**src/rtl/multi_cycle_sequencer.sv**
```systemverilog
// multi_cycle_sequencer: multi-cycle RV32I control sequencer.
// Owns the PC and the instruction register. Each instruction walks through
// FETCH -> DECODE -> EXEC -> (MEM) -> WB. Memory requests use req/ready
// handshakes that are bounded by a timeout. Timeouts and misaligned
// redirect targets trap into a sticky TRAP state that only rst leaves.
// Optional feature macro: PERF_COUNTERS_EN enables the cycle and retired-
// instruction counters. Without the macro both counter outputs are tied to 0.
module multi_cycle_sequencer #(
    parameter int              XLEN           = 32,
    parameter logic [XLEN-1:0] RESET_PC       = '0,
    parameter int              TIMEOUT_CYCLES = 16,
    parameter int              CNT_W          = 64
) (
    input  logic             clk,
    input  logic             rst,
    output logic             imem_req,
    output logic [XLEN-1:0]  imem_addr,
    input  logic             imem_ready,
    input  logic [31:0]      imem_rdata,
    output logic [31:0]      Inst,
    input  logic             dec_RegWEn,
    input  logic             dec_MemRW,
    input  logic [1:0]       dec_WBSel,
    input  logic             dec_Jump,
    input  logic             branch_taken,
    input  logic [XLEN-1:0]  alu_result,
    output logic             dmem_req,
    output logic             dmem_we,
    output logic [XLEN-1:0]  dmem_addr,
    input  logic             dmem_ready,
    input  logic [XLEN-1:0]  dmem_rdata,
    output logic [XLEN-1:0]  load_data,
    output logic             RegWEn,
    output logic [XLEN-1:0]  pc,
    output logic             fault,
    output logic [1:0]       fault_cause,
    output logic [CNT_W-1:0] cycle_count,
    output logic [CNT_W-1:0] instret_count
);

    typedef enum logic [2:0] {
        S_IDLE,
        S_FETCH,
        S_DECODE,
        S_EXEC,
        S_MEM,
        S_WB,
        S_TRAP
    } state_t;

    localparam logic [1:0] CAUSE_IMEM_TIMEOUT = 2'd1;
    localparam logic [1:0] CAUSE_MISALIGNED   = 2'd2;
    localparam logic [1:0] CAUSE_DMEM_TIMEOUT = 2'd3;

    // The wait counter holds 0..TIMEOUT_CYCLES-1. The request traps when
    // ready is still low while the counter sits on its last value.
    localparam int              WAIT_W    = (TIMEOUT_CYCLES > 1) ? $clog2(TIMEOUT_CYCLES) : 1;
    localparam logic [WAIT_W-1:0] WAIT_LAST = WAIT_W'(TIMEOUT_CYCLES - 1);

    state_t            state;
    state_t            state_next;
    logic [1:0]        trap_cause;
    logic [WAIT_W-1:0] wait_cnt;

    logic is_mem_op;
    logic redirect;
    logic misaligned;
    logic [XLEN-1:0] redirect_target;

    // A load is identified by WBSel==0 (writeback from memory). A store is identified by MemRW.
    assign is_mem_op       = (dec_WBSel == 2'd0) || dec_MemRW;
    assign redirect        = dec_Jump || branch_taken;
    assign redirect_target = {alu_result[XLEN-1:1], 1'b0};
    // Bit 0 is cleared as JALR requires. A set bit 1 still breaks 4-byte alignment.
    assign misaligned      = redirect && redirect_target[1];

    // State register.
    // NOTE: sequential state uses non-blocking assignments so all flops update together at the edge.
    always_ff @(posedge clk) begin
        if (rst) begin
            state <= S_IDLE;
        end else begin
            state <= state_next;
        end
    end

    // Next-state logic, including the trap cause for entry into TRAP.
    // NOTE: every comb output gets a default first so no path leaves it unassigned (no latches).
    always_comb begin
        state_next = state;
        trap_cause = 2'd0;
        case (state)
            S_IDLE:   state_next = S_FETCH;
            S_FETCH: begin
                if (imem_ready) begin
                    state_next = S_DECODE;
                end else if (wait_cnt == WAIT_LAST) begin
                    state_next = S_TRAP;
                    trap_cause = CAUSE_IMEM_TIMEOUT;
                end
            end
            S_DECODE: state_next = S_EXEC;
            S_EXEC:   state_next = is_mem_op ? S_MEM : S_WB;
            S_MEM: begin
                if (dmem_ready) begin
                    state_next = S_WB;
                end else if (wait_cnt == WAIT_LAST) begin
                    state_next = S_TRAP;
                    trap_cause = CAUSE_DMEM_TIMEOUT;
                end
            end
            S_WB: begin
                if (misaligned) begin
                    state_next = S_TRAP;
                    trap_cause = CAUSE_MISALIGNED;
                end else begin
                    state_next = S_FETCH;
                end
            end
            S_TRAP:   state_next = S_TRAP;
            default:  state_next = S_IDLE;
        endcase
    end

    // Phase-gated strobes. All strobes are low outside their own phase.
    always_comb begin
        imem_req = (state == S_FETCH);
        dmem_req = (state == S_MEM);
        dmem_we  = (state == S_MEM) && dec_MemRW;
        RegWEn   = (state == S_WB) && dec_RegWEn && !misaligned;
    end

    assign imem_addr = pc;

    // PC, instruction register and the datapath latches, each updated in its own phase.
    always_ff @(posedge clk) begin
        if (rst) begin
            pc        <= RESET_PC;
            Inst      <= '0;
            dmem_addr <= '0;
            load_data <= '0;
        end else begin
            case (state)
                S_FETCH: if (imem_ready) Inst <= imem_rdata;
                S_EXEC:  dmem_addr <= alu_result;
                S_MEM:   if (dmem_ready && !dec_MemRW) load_data <= dmem_rdata;
                S_WB: begin
                    if (!misaligned) begin
                        pc <= redirect ? redirect_target : pc + XLEN'(4);
                    end
                end
                default: ;
            endcase
        end
    end

    // Handshake wait counter. It clears on any state change, so it starts from 0 on entry to FETCH or MEM.
    always_ff @(posedge clk) begin
        if (rst) begin
            wait_cnt <= '0;
        end else if (state_next != state) begin
            wait_cnt <= '0;
        end else if ((state == S_FETCH && !imem_ready) || (state == S_MEM && !dmem_ready)) begin
            wait_cnt <= wait_cnt + 1'b1;
        end
    end

    // Sticky fault capture on entry to TRAP.
    always_ff @(posedge clk) begin
        if (rst) begin
            fault       <= 1'b0;
            fault_cause <= 2'd0;
        end else if (state_next == S_TRAP && state != S_TRAP) begin
            fault       <= 1'b1;
            fault_cause <= trap_cause;
        end
    end

`ifdef PERF_COUNTERS_EN
    logic             retire;
    logic [CNT_W-1:0] cycle_q;
    logic [CNT_W-1:0] instret_q;

    assign retire = (state == S_WB) && !misaligned;

    // Free-running cycle counter and retired-instruction counter. Both wrap naturally.
    always_ff @(posedge clk) begin
        if (rst) begin
            cycle_q   <= '0;
            instret_q <= '0;
        end else begin
            cycle_q <= cycle_q + 1'b1;
            if (retire) instret_q <= instret_q + 1'b1;
        end
    end

    assign cycle_count   = cycle_q;
    assign instret_count = instret_q;
`else
    assign cycle_count   = '0;
    assign instret_count = '0;
`endif

endmodule

```
**config.mk**
```make
export PLATFORM = sky130hd
export DESIGN_NAME = multi_cycle_sequencer
export DESIGN_NICKNAME = d
export VERILOG_FILES = /design/src/rtl/multi_cycle_sequencer.sv
export SDC_FILE = /design/constraint.sdc
export NUM_CORES = 1
export LEC_CHECK = 0
export BUFFER_PORTS_ARGS = -buffer_cell sky130_fd_sc_hd__buf_2
export CORE_AREA = 2 2 157 159
export CTS_CLUSTER_SIZE = 12
export DETAILED_ROUTE_END_ITERATION = 12
export DIE_AREA = 0 0 159 161
export GPL_TIMING_DRIVEN = 0
export RECOVER_POWER = 25
export SLEW_MARGIN = 25
export SYNTH_ARGS = -nofsm -noshare
export SYNTH_HDL_FRONTEND = slang
export SYNTH_SLANG_ARGS = --single-unit
```
**constraint.sdc**
```tcl
create_clock -name clk -period 4.9 [get_ports clk]
set_input_delay 0.49 -clock clk [delete_from_list [all_inputs] [get_ports clk]]
set_output_delay 0.49 -clock clk [all_outputs]
set_load 0.03 [all_outputs]
```
Word-level counts from Yosys, hierarchy flattened:

Cells that the tools add are included.

* add/sub/neg operators: 2
* eq/ne operators: 10
* mux-type cells: 13
* bitwise operators: 1
* reduce and logical (&&, ||, !) cells: 21

Operators by type and width (count)
* 32-bit by 3-bit adder with 32-bit output (second input constant): 1
* 32-bit two-way mux: 1
* 3-bit case mux with 7 select lines: 1
* 3-bit == test (second input constant): 4
* 3-bit two-way mux: 4
* 1-bit logical AND: 8
* 3-bit by 2-bit == test with 1-bit output (second input constant): 2
* 2-bit two-way mux: 3
* 2-bit case mux with 3 select lines: 1
* 2-bit AND reduction: 3
* 4-bit by 1-bit adder with 4-bit output (second input constant): 1
* 4-bit == test (second input constant): 1
* 1-bit zero test: 4
* 3-bit by 1-bit == test with 1-bit output (second input constant): 1
* 3-bit zero test: 1
* 1-bit logical OR: 3
* 1-bit two-way mux: 3
* 3-bit != test: 1
* 3-bit != test (second input constant): 1
* 2-bit zero test: 1
* 2-bit OR reduction: 1
* 1-bit inverter: 1

* register bits: 138
* input bits: 106
* output and inout bits: 295
* logic and storage cells: 55

Longest topological paths before layout:

* depth after elaboration: 6
* mapped depth: 7
* mapped depth without buffers: 6

Worst setup path before layout:

No wires, ideal clock.

* kind: register to output
* from: register state[0]
* to: output dmem_we
* arrival time: 1.729 ns
* slack: 2.681 ns
* stages on the path, launching flop included: 4
* buffers on the path: 1
* path through: dfxtp_1 > buf_4 > nor3b_1 > and2_1

* cells in the longest elaborated chain, start to end: 2

RTL lines
* start: declaration: line 60 `state_t state;`
* start signal: assignment: line 83 `state <= state_next;`
* 3-bit == test
* net dmem_req: line 27 `output logic dmem_req,`
* 1-bit logical AND: line 129 `dmem_we = (state == S_MEM) && dec_MemRW;`
* end: declaration: line 28 `output logic dmem_we,`

The timed path passes the listed nets, and every way through them passes these cells.

Final worst setup path:

* from: input branch_taken
* to: output RegWEn

* cells in the longest elaborated chain, start to end: 4

RTL lines
* start: declaration: line 25 `input logic branch_taken,`
* 1-bit logical OR: line 72 `assign redirect = dec_Jump || branch_taken;`
* 1-bit logical AND: line 75 `assign misaligned = redirect && redirect_target[1];`
* 1-bit zero test
* 1-bit logical AND: line 130 `RegWEn = (state == S_WB) && dec_RegWEn && !misaligned;`
* end: declaration: line 33 `output logic RegWEn,`

Every way passes these cells.

==> out/qor.yml <==
global_routing:
  gr-total-overflow: 0
  grt_pass1_wl_um: 38300
  grt_max_degree: 17
  grtUsageTotal_pct: 19.2
  grt_pass1_vias: 6714
  antenna_found_initial: 3
detailed_routing:
  wl_per_cell_um: 15.3
  wl_um: 25700
  num_vias: 7381
  initialDrtViolationCount: 425
  first_pass_iters: 5
  drt-vias-per-instance: 4.39
  detail-route-antenna-nets: 0
  route.detailed.drc: 0
setup_path:
  worstPathMaxFanout: 5
  r2r-start: "state[0]"
  worstSetupPathType: "in -> out"
  worstReg2RegEnd: "imem_addr[19]"
  cp.required_ns: 4.41
  arrival_ns: 1.83
  r2r_setup_slack_ns: 2.68
  reg2reg_depth: 5
  worstSetupEndpointType: "primary output"
  start_kind: "input port"
place:
  hpwlAfterDp_um: 20000
  place.gp.congestion: 0.854
  dpl_cell_area_sq_um: 9430
  port_buffers: 269
yosys:
  yosysTopAreaCell: "dfxtp_1"
  synthAdderAreaFrac_pct: 0.348
  yosysMostFrequentCell: "nand2_1"
  ys_top_cells_by_area: "dfxtp_1 38%, buf_4 17%, nand2_1 12%"
  syn_inst: 926
  synth_edf_count: 0
  synth-main-ff-cell: "dfxtp_1"
  syn_avg_cell_area_sq_um: 7.77
  synth_xor_area_share_pct: 0.365
  synth-simple-area-share_pct: 22.8
  synth.area.mux_share_pct: 1.46
  synth-compound-area-share_pct: 16.5
  synth_top_area_share_pct: 38.1
  synth_top_family_by_area: "simple AND/OR/NAND/NOR gates"
  yosys-top-cells-count: "231 x nand2_1, 163 x buf_4, 137 x dfxtp_1"
  yosys_warnings: 0
  async_flop_share_pct: 0
  synth_cell_types: 72
  yosysSeqAreaShare_pct: 38.1
  syn_area_sq_um: 7200
  ys_seq_elements: 137
clock_network:
  htreeDepth: 4
  clk_latency_ns: 0.42
  path_clk_slew_ns: 0.06
  cts_root_buf: "clkbuf_16"
  cts_made_buffers: 17
  post_cts_buffers: 0
  post_cts_resized: 0
  postCtsHoldBufs: 0
  cts_tree: "built"
  clock_sinks: 137
  cts_buffer_depth: 2
timing:
  period_minus_slack_ns: 2.32
  slew_viol_final: 0
  timing.hold.ws_ns: 0.305
  hold_viol: 0
  max_freq_mhz: 430
  rsz0062_at_grt: "false"
  timing.final.crit_share_pct: 47.4
  skew_ns: 0.00798
  tightest_slew_ns: 0.940
  slew_headroom_pct: 36.7
  tns_ns: 0
  setup_viol: 0
cells_and_area:
  postLayoutCellArea_sq_um: 9940
  syn_to_final_growth_pct: 38.2
  final_nets: 1451
  drive_gt1_share_pct: 31.6
  seqCellArea_sq_um: 2740
  nFillCells: 2573
  multi_input_area_sq_um: 3470
run:
  drv_cap: 0
floorplan:
  io_pins: 401
  start_util_pct: 30.0
  core_area_sq_um: 24000
  num_rows: 57
  die_x_um: 159
  die_h_um: 161
  dieArea_sq_um: 25600
hold_path:
  hold_start: "dmem_rdata[5]"
  hold_depth: 3
  hp-class: "in -> reg"
  holdPathEnd: "load_data[5]"
pwr:
  power.leakage_uw: 0.00463
  powerDensity_nw_per_um2: 306
  vdd_drop_max_v: 0.000172
status:
  status: "completed"
metrics by stage:
stage	util, %	total power [uW]	setup WS (ns)	std cells
global placement	39.4	1720	2.28	1648
floorplan	-	1590	2.68	1055
CTS	41.9	3070	2.57	1679
global route	41.5	3150	2.46	1679
detailed placement	39.4	1720	2.26	1648
finish	41.5	3050	2.58	1681
cell usage in the layout (no fill, tap or decap), types with 4 or more instances in the layout:
master       n
a21oi_1    122
a31oi_1      9
a32o_1       9
and3_1       6
buf_2      210
buf_4      163
clkbuf_1   110
clkbuf_16   17
conb_1     130
dfxtp_1    137
inv_1        6
mux2_2       4
mux2i_1      6
nand2_1    231
nand3_1     23
nand4_1     12
nor2_1      39
nor3_1       7
o21a_1       4
o21ai_0     16
or3_1        4
where the power goes:
group          internal [uW]  leakage [uW]  switching (uW)
sequential              1140       0.00111            21.3
combinational            172       0.00322             363
clock                    829      0.000294             518
total                   2140       0.00463             903
worst max path at each step:
stage | startpoint | endpoint | slack [ns]
2_1_floorplan | state[0] | dmem_we | 2.68
3_3_place_gp | branch_taken | imem_addr[19] | 2.28
4_1_cts | branch_taken | RegWEn | 2.57
6_report | branch_taken | RegWEn | 2.58
3_5_place_dp | branch_taken | imem_addr[19] | 2.26
5_1_grt | state[0] | dmem_we | 2.46
critical path, stage by stage:
cell and delay (ns):
buf_2 0.12, o21ai_0 0.75, and3_1 0.27, buf_2 0.21
registers in the layout, summed over array words and instances (netlist names):
name	count
Inst	32
dmem_addr	32
fault	1
fault_cause	2
imem_addr	31
load_data	32
state	3
wait_cnt	4
final cells by class:
cell class	instances	share of cell area, %
sequential	137	27.6
clock inverter	10	1.43
multi-input combinational	697	34.9
timing repair buffer	269	12.6
antenna	2	0.0503
clock buffer	21	4.63
buffer	214	14.5
inverter	7	0.264
tap	324	4.08
logic make-up (layout without fill, tap and decap cells):
group / Yosys count / count (layout)
buffers and inverters: 221 / 521
XOR/XNOR: 3 / 3
AND/OR/NAND/NOR: 357 / 357
flip-flops: 137 / 137
other: 1 / 132
multiplexers: 10 / 10
AO/OA/AOI/OAI: 195 / 195
adder cells (fa/ha/maj): 2 / 2
routing by layer:
layer / vias up / GRT usage, % / part of all wire [%]
li1: 3686 / - / -
met1: 3332 / 23.7 / 42
met2: 332 / 32.3 / 48
met3: 29 / 5.70 / 8.1
met4: 2 / 6.07 / 2.1
met5: - / 0 / 0.051
Note: power is estimated with default switching activity, not from simulation.
